**config.mk**
```make
export PLATFORM = sky130hd
export DESIGN_NAME = result_reporter_tx_flat
export DESIGN_NICKNAME = d
export VERILOG_FILES = /design/src/rtl/result_report_pkg.sv /design/src/rtl/result_reporter_tx_if.sv /design/src/rtl/rpt_check_accum.sv /design/src/rtl/result_reporter_tx.sv /design/src/flat_wrapper.sv
export SDC_FILE = /design/constraint.sdc
export NUM_CORES = 1
export LEC_CHECK = 0
export CORE_AREA = 2 2 155 157
export CTS_BUF_LIST = sky130_fd_sc_hd__clkbuf_2 sky130_fd_sc_hd__clkbuf_4 sky130_fd_sc_hd__clkbuf_8
export DETAILED_ROUTE_END_ITERATION = 10
export DIE_AREA = 0 0 157 159
export PLACE_DENSITY = 0.48
export SLEW_MARGIN = 20
export SYNTH_ARGS = -nofsm -noshare
export SYNTH_HDL_FRONTEND = slang
export SYNTH_SLANG_ARGS = --single-unit
```
**constraint.sdc**
```tcl
create_clock -name clk -period 5.9 [get_ports clk]
set_input_delay 1.18 -clock clk [delete_from_list [all_inputs] [get_ports clk]]
set_output_delay 1.18 -clock clk [all_outputs]
set_load 0.02 [all_outputs]
```
**src/rtl/result_report_pkg.sv**
```systemverilog
// Shared constants, state type and CRC helper for the result reporter frame transmitter.
package result_report_pkg;

    localparam logic [7:0]  SYNC_BYTE        = 8'hA5;
    localparam logic [7:0]  LEN_BYTE         = 8'h0C;
    localparam int unsigned FRAME_BYTES      = 16;
    localparam logic [7:0]  CRC8_POLY        = 8'h07;
    localparam logic [3:0]  LAST_HDR_IDX     = 4'd2;
    localparam logic [3:0]  LAST_PAYLOAD_IDX = 4'd14;

    typedef enum logic [1:0] {
        IDLE,
        HDR,
        PAYLOAD,
        CHK
    } rpt_state_e;

    // One byte of CRC-8, MSB first, no reflection.
    function automatic logic [7:0] crc8_update(input logic [7:0] crc, input logic [7:0] data);
        logic [7:0] c;
        c = crc ^ data;
        for (int i = 0; i < 8; i++) begin
            c = c[7] ? ((c << 1) ^ CRC8_POLY) : (c << 1);
        end
        return c;
    endfunction

endpackage

```
**src/rtl/result_reporter_tx_if.sv**
```systemverilog
// Byte stream toward the PC: valid/data from the reporter, ready back from the PC.
interface result_reporter_tx_if;

    logic       pc_rsp_valid;
    logic [7:0] pc_rsp_data;
    logic       pc_rsp_ready;

    modport master (
        output pc_rsp_valid,
        output pc_rsp_data,
        input  pc_rsp_ready
    );

    modport slave (
        input  pc_rsp_valid,
        input  pc_rsp_data,
        output pc_rsp_ready
    );

endinterface

```
**src/rtl/rpt_check_accum.sv**
```systemverilog
// Running check over frame bytes B1..B14: additive two's-complement sum by default,
// CRC-8 when RESULT_REPORTER_CRC8_EN is defined.
module rpt_check_accum
    import result_report_pkg::*;
(
    input  logic       clk,
    input  logic       rst,
    input  logic       clear,
    input  logic       update,
    input  logic [7:0] data_in,
    output logic [7:0] result
);

    logic [7:0] acc_q, acc_d;

    always_comb begin
        acc_d = acc_q;
        if (clear) begin
            acc_d = 8'h00;
        end else if (update) begin
`ifdef RESULT_REPORTER_CRC8_EN
            acc_d = crc8_update(acc_q, data_in);
`else
            acc_d = acc_q + data_in;
`endif
        end
    end

    always_ff @(posedge clk or posedge rst) begin
        if (rst) begin
            acc_q <= 8'h00;
        end else begin
            acc_q <= acc_d;
        end
    end

`ifdef RESULT_REPORTER_CRC8_EN
    assign result = acc_q;
`else
    // Negated sum makes B1..B15 add to zero modulo 256.
    assign result = 8'h00 - acc_q;
`endif

endmodule

```
**src/rtl/result_reporter_tx.sv**
```systemverilog
// Sends a 16-byte result frame (sync, seq, length, 12-byte snapshot, check) on request.
// Build option RESULT_REPORTER_CRC8_EN selects CRC-8 instead of the additive check byte.
module result_reporter_tx
    import result_report_pkg::*;
#(
    parameter int unsigned TIMEOUT_CYC = 65535
) (
    input  logic                 clk,
    input  logic                 rst,
    input  logic                 rpt_req,
    input  logic [15:0]          error_count,
    input  logic [15:0]          min_latency,
    input  logic [15:0]          max_latency,
    input  logic [15:0]          average_latency,
    input  logic [31:0]          throughput,
    result_reporter_tx_if.master pc_rsp,
    output logic                 rpt_busy,
    output logic                 rpt_done,
    output logic                 rpt_timeout,
    output logic                 rpt_drop
);

    localparam logic [3:0]  CHK_IDX     = 4'(FRAME_BYTES - 1);
    localparam logic [15:0] STALL_LIMIT = 16'(TIMEOUT_CYC - 1);

    rpt_state_e  state_q, state_d;
    logic [3:0]  idx_q, idx_d;
    logic [7:0]  seq_q, seq_d;
    logic [15:0] stall_q, stall_d;
    logic [95:0] snap_q;
    logic        drop_q;

    logic        capture;
    logic        accept;
    logic        chk_update;
    logic [3:0]  payload_sel;
    logic [95:0] snap_shift;
    logic [7:0]  tx_byte;
    logic [7:0]  chk_byte;

    assign pc_rsp.pc_rsp_valid = (state_q != IDLE);
    assign pc_rsp.pc_rsp_data  = tx_byte;
    assign accept              = pc_rsp.pc_rsp_valid & pc_rsp.pc_rsp_ready;
    assign rpt_busy            = (state_q != IDLE);
    assign rpt_drop            = drop_q;

    // Snapshot is stored MSB-first, so B3 is the top byte and B14 the bottom one.
    assign payload_sel = LAST_PAYLOAD_IDX - idx_q;
    assign snap_shift  = snap_q >> {payload_sel, 3'b000};

    always_comb begin
        tx_byte = 8'h00;
        if (state_q != IDLE) begin
            if (idx_q == 4'd0) begin
                tx_byte = SYNC_BYTE;
            end else if (idx_q == 4'd1) begin
                tx_byte = seq_q;
            end else if (idx_q == LAST_HDR_IDX) begin
                tx_byte = LEN_BYTE;
            end else if (idx_q == CHK_IDX) begin
                tx_byte = chk_byte;
            end else begin
                tx_byte = snap_shift[7:0];
            end
        end
    end

    assign chk_update = accept && (idx_q != 4'd0) && (idx_q != CHK_IDX);

    always_comb begin
        state_d     = state_q;
        idx_d       = idx_q;
        seq_d       = seq_q;
        stall_d     = stall_q;
        capture     = 1'b0;
        rpt_done    = 1'b0;
        rpt_timeout = 1'b0;
        unique case (state_q)
            IDLE: begin
                if (rpt_req) begin
                    capture = 1'b1;
                    state_d = HDR;
                    idx_d   = 4'd0;
                    stall_d = 16'd0;
                end
            end
            default: begin
                if (accept) begin
                    stall_d = 16'd0;
                    idx_d   = idx_q + 4'd1;
                    if (state_q == HDR && idx_q == LAST_HDR_IDX) begin
                        state_d = PAYLOAD;
                    end else if (state_q == PAYLOAD && idx_q == LAST_PAYLOAD_IDX) begin
                        state_d = CHK;
                    end else if (state_q == CHK) begin
                        state_d  = IDLE;
                        idx_d    = 4'd0;
                        rpt_done = 1'b1;
                        seq_d    = seq_q + 8'd1;
                    end
                end else if (stall_q == STALL_LIMIT) begin
                    // Abort leaves seq alone so the retried frame reuses it.
                    state_d     = IDLE;
                    idx_d       = 4'd0;
                    stall_d     = 16'd0;
                    rpt_timeout = 1'b1;
                end else begin
                    stall_d = stall_q + 16'd1;
                end
            end
        endcase
    end

    always_ff @(posedge clk or posedge rst) begin
        if (rst) begin
            state_q <= IDLE;
            idx_q   <= 4'd0;
            seq_q   <= 8'h00;
            stall_q <= 16'd0;
            snap_q  <= '0;
            drop_q  <= 1'b0;
        end else begin
            state_q <= state_d;
            idx_q   <= idx_d;
            seq_q   <= seq_d;
            stall_q <= stall_d;
            drop_q  <= rpt_req & (state_q != IDLE);
            if (capture) begin
                snap_q <= {error_count, min_latency, max_latency, average_latency, throughput};
            end
        end
    end

    rpt_check_accum u_check (
        .clk     (clk),
        .rst     (rst),
        .clear   (capture),
        .update  (chk_update),
        .data_in (tx_byte),
        .result  (chk_byte)
    );

endmodule

```
**src/flat_wrapper.sv**
```systemverilog
// flat-port wrapper written by rule: the top's interface ports become plain ports
module result_reporter_tx_flat import result_report_pkg::*;
#(
    parameter int unsigned TIMEOUT_CYC = 65535
)
  (clk, rst, rpt_req, error_count, min_latency, max_latency, average_latency, throughput, rpt_busy, rpt_done, rpt_timeout, rpt_drop, pc_rsp_pc_rsp_valid, pc_rsp_pc_rsp_data, pc_rsp_pc_rsp_ready);
  result_reporter_tx_if pc_rsp_i ();
  input  logic clk;
  input  logic rst;
  input  logic rpt_req;
  input  logic [15:0] error_count;
  input  logic [15:0] min_latency;
  input  logic [15:0] max_latency;
  input  logic [15:0] average_latency;
  input  logic [31:0] throughput;
  output logic rpt_busy;
  output logic rpt_done;
  output logic rpt_timeout;
  output logic rpt_drop;
  output wire logic [$bits(pc_rsp_i.pc_rsp_valid)-1:0] pc_rsp_pc_rsp_valid;
  output wire logic [$bits(pc_rsp_i.pc_rsp_data)-1:0] pc_rsp_pc_rsp_data;
  input wire logic [$bits(pc_rsp_i.pc_rsp_ready)-1:0] pc_rsp_pc_rsp_ready;
  assign pc_rsp_pc_rsp_valid = pc_rsp_i.pc_rsp_valid;
  assign pc_rsp_pc_rsp_data = pc_rsp_i.pc_rsp_data;
  assign pc_rsp_i.pc_rsp_ready = pc_rsp_pc_rsp_ready;
  result_reporter_tx #(.TIMEOUT_CYC(TIMEOUT_CYC)) u_core (.clk(clk), .rst(rst), .rpt_req(rpt_req), .error_count(error_count), .min_latency(min_latency), .max_latency(max_latency), .average_latency(average_latency), .throughput(throughput), .pc_rsp(pc_rsp_i), .rpt_busy(rpt_busy), .rpt_done(rpt_done), .rpt_timeout(rpt_timeout), .rpt_drop(rpt_drop));
endmodule
```
After elaboration in Yosys (flattened, before gate mapping)
Cells that the tools add are included.
W data, S select, Z words.
{"block": "totals", "reg_bits": 135, "latch_bits": 0, "mem_bits_rw": 0, "romBits": 0, "in_bits": 100, "wordCells": 78, "memories": 0}
{"block": "op_classes", "addsub": 6, "n_mul": 0, "div_mod_pow": 0, "magnitude_cmp": 0, "eq_ne": 11, "shift": 1, "n_mux": 35, "bitwise_logic": 5, "reduce_logical": 13}
{"operator": "$shr A96 B7 Y8", "count": 1}
{"operator": "$mux W16", "count": 4}
{"operator": "$mux W8", "count": 7}
{"operator": "$mux W4", "count": 7}
{"operator": "$add A16 B1 Y16 const B", "count": 1}
{"operator": "$eq A16 B16 Y1 const B", "count": 1}
{"operator": "$mux W2", "count": 7}
{"operator": "$mux W1", "count": 10}
{"operator": "$add A8 B1 Y8 const B", "count": 1}
{"operator": "$add A8 B8 Y8", "count": 1}
{"operator": "$eq A4 B4 Y1 const B", "count": 2}
{"operator": "$sub A1 B8 Y8 const A", "count": 1}
{"operator": "$ne A5 B5 Y1 const B", "count": 1}
{"operator": "$reduce_and A5 Y1", "count": 1}
{"operator": "$add A4 B1 Y4 const B", "count": 1}
{"operator": "$eq A2 B2 Y1 const B", "count": 2}
{"operator": "$eq A4 B1 Y1 const B", "count": 1}
{"operator": "$eq A4 B2 Y1 const B", "count": 1}
{"operator": "$logic_and A1 B1 Y1", "count": 4}
{"operator": "$logic_not A4 Y1", "count": 1}
{"operator": "$ne A4 B4 Y1 const B", "count": 1}
{"operator": "$reduce_bool A2 Y1", "count": 2}
{"operator": "$reduce_bool A4 Y1", "count": 1}
{"operator": "$sub A4 B4 Y4 const A", "count": 1}
{"operator": "other kinds (8)", "count": 11}

Logic depth before layout (Yosys ltp)
{"block": "logic_depth", "depth_word": 10, "ltp_mapped": 20, "depth_no_buf": 15}

Cells and area by module
Synthesis repeated with hierarchy kept, for this count alone.
{"block": "unflattened", "hier_cells": 585, "hier_area_um2": 7193.1}
{"module": "result_reporter_tx", "n_inst": 1, "cells_each": 501, "area_per_inst_um2": 6422.4, "seq_area_each_um2": 3178.0}
{"module": "rpt_check_accum", "n_inst": 1, "cells_each": 84, "area_per_inst_um2": 770.7, "seq_area_each_um2": 200.2}

Worst setup path before layout
No wires, ideal clock.
{"block": "synth_path", "path_type": "register -> register", "from": "register u_core.idx_q[0]", "to": "register u_core.u_check.acc_q[7]", "t_arrival_ns": 4.586, "required_time_ns": 5.777, "slack_ns": 1.191, "stages_incl_launch_ff": 21, "period_less_slack_ns": 4.709, "path_cell_list": "dfrtp_1 > buf_2 > buf_2 > inv_1 > ha_1 > buf_2 > buf_2 > clkbuf_1 > mux4_2 > mux2i_1 > o221ai_1 > o211ai_1 > a21oi_1 > ha_1 > a21o_1 > a21oi_1 > o21ai_0 > o41ai_1 > xnor2_1 > nand2b_1 > mux2i_1"}
{"block": "synth_between", "elab_chain_len": 10}
{"item": "from (decl)", "line_no": "result_reporter_tx.sv:27", "rtl": "logic [3:0] idx_q, idx_d;"}
{"item": "from (signal assigned)", "line_no": "result_reporter_tx.sv:124", "rtl": "idx_q <= idx_d;"}
{"item": "$sub A4 B4 Y4", "line_no": "result_reporter_tx.sv:48", "rtl": "assign payload_sel = LAST_PAYLOAD_IDX - idx_q;"}
{"item": "$shr A96 B7 Y8", "line_no": "result_reporter_tx.sv:49", "rtl": "assign snap_shift = snap_q >> {payload_sel, 3'b000};"}
{"item": "$mux W8", "line_no": "result_reporter_tx.sv:60", "rtl": "end else if (idx_q == CHK_IDX) begin"}
{"item": "$mux W8", "line_no": "result_reporter_tx.sv:58", "rtl": "end else if (idx_q == LAST_HDR_IDX) begin"}
{"item": "$mux W8", "line_no": "result_reporter_tx.sv:56", "rtl": "end else if (idx_q == 4'd1) begin"}
{"item": "$mux W8 *", "line_no": "result_reporter_tx.sv:54", "rtl": "if (idx_q == 4'd0) begin"}
{"item": "$mux W8 *", "line_no": "result_reporter_tx.sv:53", "rtl": "if (state_q != IDLE) begin"}
{"item": "named net pc_rsp_pc_rsp_data[1]", "line_no": "flat_wrapper.sv:21", "rtl": "output wire logic [$bits(pc_rsp_i.pc_rsp_data)-1:0] pc_rsp_pc_rsp_data;"}
{"item": "$add A8 B8 Y8 *", "line_no": "rpt_check_accum.sv:24", "rtl": "acc_d = acc_q + data_in;"}
{"item": "$mux W8 *", "line_no": "rpt_check_accum.sv:20", "rtl": "end else if (update) begin"}
{"item": "$mux W8 *", "line_no": "rpt_check_accum.sv:18", "rtl": "if (clear) begin"}
{"item": "to (signal assigned)", "line_no": "rpt_check_accum.sv:31", "rtl": "acc_q <= 8'h00;"}
{"item": "to (signal assigned)", "line_no": "rpt_check_accum.sv:33", "rtl": "acc_q <= acc_d;"}
{"item": "to (decl)", "line_no": "rpt_check_accum.sv:14", "rtl": "logic [7:0] acc_q, acc_d;"}
The timed path passes the listed nets; every way through them passes the cells marked *. The select of a mux whose other input is x is not followed.
A chain may end at the register's enable or synchronous reset.

Final worst setup path
{"block": "layout_path", "from": "register u_core.idx_q[1]", "to": "output pc_rsp_pc_rsp_data[2]"}
{"block": "layout_between", "elab_chain_len": 7}
{"item": "$sub A4 B4 Y4", "line_no": "result_reporter_tx.sv:48"}
{"item": "$shr A96 B7 Y8", "line_no": "result_reporter_tx.sv:49"}
{"item": "$mux W8", "line_no": "result_reporter_tx.sv:60"}
{"item": "$mux W8", "line_no": "result_reporter_tx.sv:58"}
{"item": "$mux W8", "line_no": "result_reporter_tx.sv:56"}
{"item": "$mux W8 *", "line_no": "result_reporter_tx.sv:54"}
{"item": "$mux W8 *", "line_no": "result_reporter_tx.sv:53"}
{"item": "to (decl)", "line_no": "flat_wrapper.sv:21"}
Mark *: on every way between the ends. The rest lies on a longest branch, timed or not.

==> flow_metrics.py <==
metrics = {
    "clocking": {
        "cts_buffers": 17,
        "cts.sinks": 135,
        "clockBufferDepth": 2,
        "cts_resized": 0,
        "cts_tree": "yes",
        "clkTransAtPathRegs_ns": 0.08,
        "clk_latency_ns": 0.45,
        "hold_buffers": 0,
        "htreeDepth": 4,
        "cts_root_buffer": "clkbuf_8",
        "cts_setup_buffers": 0,
    },
    "flow_run": {
        "maxCapViolations": 0,
    },
    "grt": {
        "antenna_found_initial": 0,
        "grt_max_degree": 67,
        "track_usage_pct": 14.1,
        "overflow": 0,
        "grt_pass1_wl_um": 27300,
        "grt_pass1_vias": 5016,
    },
    "power": {
        "p_leak_nw": 3.61,
        "p_per_area_mw_per_mm2": 484,
        "pwr-share-comb_pct": 43.2,
        "switching_share_pct": 35.0,
        "clkPwrFrac_pct": 20.6,
        "seqPwrFrac_pct": 36.2,
        "switching_power_mw": 1.49,
        "internal_power_mw": 2.75,
        "ir_worst_vdd_v": 0.000179,
        "p_total_mw": 4.24,
    },
    "timing": {
        "finalSetupTns_ns": 0,
        "max_freq_mhz": 200,
        "final-hold-violation-count": 0,
        "rsz0062_at_grt": "false",
        "maxSlewHeadroom_pct": 40.3,
        "tightest_slew_ns": 0.896,
        "min_period_over_period_pct": 84.8,
        "clock_skew_ns": 0.0143,
        "min_period_ns": 5.00,
        "slew_violations": 0,
        "setup_viol": 0,
    },
    "finish": {
        "register_area_mm2": 0.00338,
        "diodes": 0,
        "drive_gt1_share_pct": 25.2,
        "stdcell_count": 989,
        "fill_cells": 2232,
        "syn_to_final_growth_pct": 26.7,
        "final_util_pct": 37.8,
        "final_common_cell": "dfrtp_1",
        "multi_input_area_mm2": 0.00329,
        "layout_common_cells": "dfrtp_1, clkdlybuf4s50_1, mux2_2",
        "num-nets-final": 778,
    },
    "logic_synthesis": {
        "postSynthAreaPerCell_um2": 12.6,
        "synth-edff-count": 0,
        "yosys.area.top_type_share_pct": 48.9,
        "synth_seq_cells": 135,
        "synthTopCellsByArea": "dfrtp_1, mux2_2, mux4_2",
        "ys_types": 52,
        "async_reset_ff_share_pct": 100,
        "netlist_area_mm2": 0.00692,
        "synth_nets": 669,
        "syn_inst": 548,
        "synthFlopType": "dfrtp_1",
        "ys_warn_count": 0,
        "synth_top_area_cell": "dfrtp_1",
        "seq_area_frac_synth_pct": 48.9,
    },
    "hold_path": {
        "hold_depth": 1,
        "hold_start": "u_core.seq_q[7]",
        "worstHoldEndpoint": "u_core.seq_q[7]",
        "hold_path.class": "reg -> reg",
    },
    "run_status": {
        "outcome": "completed",
    },
    "detailed_routing": {
        "drtIter0Drc": 281,
        "drcViolationCount": 0,
        "routedWlPerCell_um": 17.1,
        "viasPerCell": 4.70,
        "num_vias": 4649,
        "routed_wl_um": 16900,
        "drt-pass1-iter-count": 4,
        "antenna_left": 0,
    },
    "place": {
        "dp_cells": 957,
        "portBuffers": 112,
        "dp_hpwl_um": 12400,
        "gp_congestion": 0.789,
    },
    "die": {
        "fp.dieW_um": 157,
        "ios": 113,
        "core_mm2": 0.0232,
        "start_util_pct": 29.8,
        "num_rows": 56,
        "die_h_um": 159,
        "fp.dieArea_mm2": 0.0250,
    },
    "setup_path": {
        "crit_type": "reg -> out",
        "slowest_stage": "ha_1",
        "startpoint_type": "flip-flop",
        "arrival_ns": 3.82,
        "ff2ff_path_depth": 16,
        "critPathMaxStageDelay_ns": 0.56,
        "critPathMaxFanout": 17,
        "r2r-end": "u_core.u_check.acc_q[7]",
        "r2r_setup_slack_ns": 1.47,
        "r2r-start": "u_core.idx_q[1]",
        "critPathRequiredTime_ns": 4.72,
        "critPathCaptureType": "output port",
        "path_cells": "inv_1 > ha_1 > buf_4 > mux4_2 > mux2i_1 > o22ai_1 > a221oi_1 > o31ai_1 > o311a_1 > clkdlybuf4s50_1",
    },
}
synth_stat cells (6+ instances only):
library cell and n:
mux4_2 24, nor3_1 8, nor2_1 23, nand3_1 22
clkbuf_1 10, nand2_1 33, xor2_1 17, mux2i_1 9
a21oi_1 13, clkbuf_8 6, mux2_2 98, inv_1 22
o21ai_0 24, dfrtp_1 135, xnor2_1 11, ha_1 20
metrics by stage:
step / hold slack, ns / cell area, um^2 / setup WS (ns)
floorplan: 0.446 / 6920 / 1.11
global placement: 0.475 / 8310 / 1.45
detailed placement: 0.485 / 8310 / 1.35
CTS: 0.499 / 8760 / 0.843
global route: 0.523 / 8760 / 0.578
finish: 0.504 / 8760 / 0.898
cells by family after synthesis:
family                     share of synthesized area (%)
xor gates and xnor gates                            3.94
muxes                                               25.1
buffers and inverters                               3.73
adders and majority gates                           3.91
DFF                                                 48.9
AOI/OAI and AO/OA                                   6.73
and+or+nand+nor                                     7.76
power by group through the flow:
stage / Sequential, mW / Clock [mW] / Combinational (mW)
CTS: 1.54 / 0.899 / 1.86
detailed placement: 1.55 / 0 / 1.86
floorplan: 1.46 / 0 / 1.40
global route: 1.58 / 0.940 / 2.00
finish: 1.54 / 0.873 / 1.83
global placement: 1.55 / 0 / 1.82
per-layer routing:
| layer | part of all wire [%] | track usage, % |
|---|---|---|
| met1 | 47 | 19.8 |
| met2 | 47 | 22.0 |
| met3 | 4.3 | 3.46 |
| met5 | 0 | 0 |
| met4 | 1.3 | 3.67 |
state kept, by name, summed over array words and instances, names as in the netlist:
name and cells:
u_core.snap_q 96, u_core.stall_q 16, u_core.seq_q 8, u_core.u_check.acc_q 8, u_core.idx_q 4, u_core.state_q 2, u_core.rpt_drop 1
worst max-delay path by stage:
stage / from / slack (ns) / end / depth (start not counted)
floorplan: rst / 1.11 / u_core.idx_q[0] / 1
global placement: u_core.idx_q[0] / 1.45 / pc_rsp_pc_rsp_data[1] / 8
detailed placement: u_core.idx_q[0] / 1.35 / pc_rsp_pc_rsp_data[3] / 9
CTS: u_core.idx_q[0] / 0.84 / pc_rsp_pc_rsp_data[3] / 9
global route: u_core.idx_q[0] / 0.58 / pc_rsp_pc_rsp_data[1] / 8
finish: u_core.idx_q[1] / 0.90 / pc_rsp_pc_rsp_data[2] / 10
layout make-up:
type                    count  share of cell area, %
repair buffers            117                   13.2
inverters                  22                  0.971
well taps                 319                   4.56
multi-input cells         364                   37.5
clock buffers              19                   2.91
flip-flops and latches    135                   38.6
clock inverters            13                   2.23
worst max-delay path, delay by kind of cell, from the launching register on:
family	cells	cell delay (ns)
buf+inv	3	1.03
flops	1	0.44
compound gates	4	0.77
mux	2	0.57
fa+ha+maj	1	0.56
No activity file was read; power rests on OpenSTA's default activity.
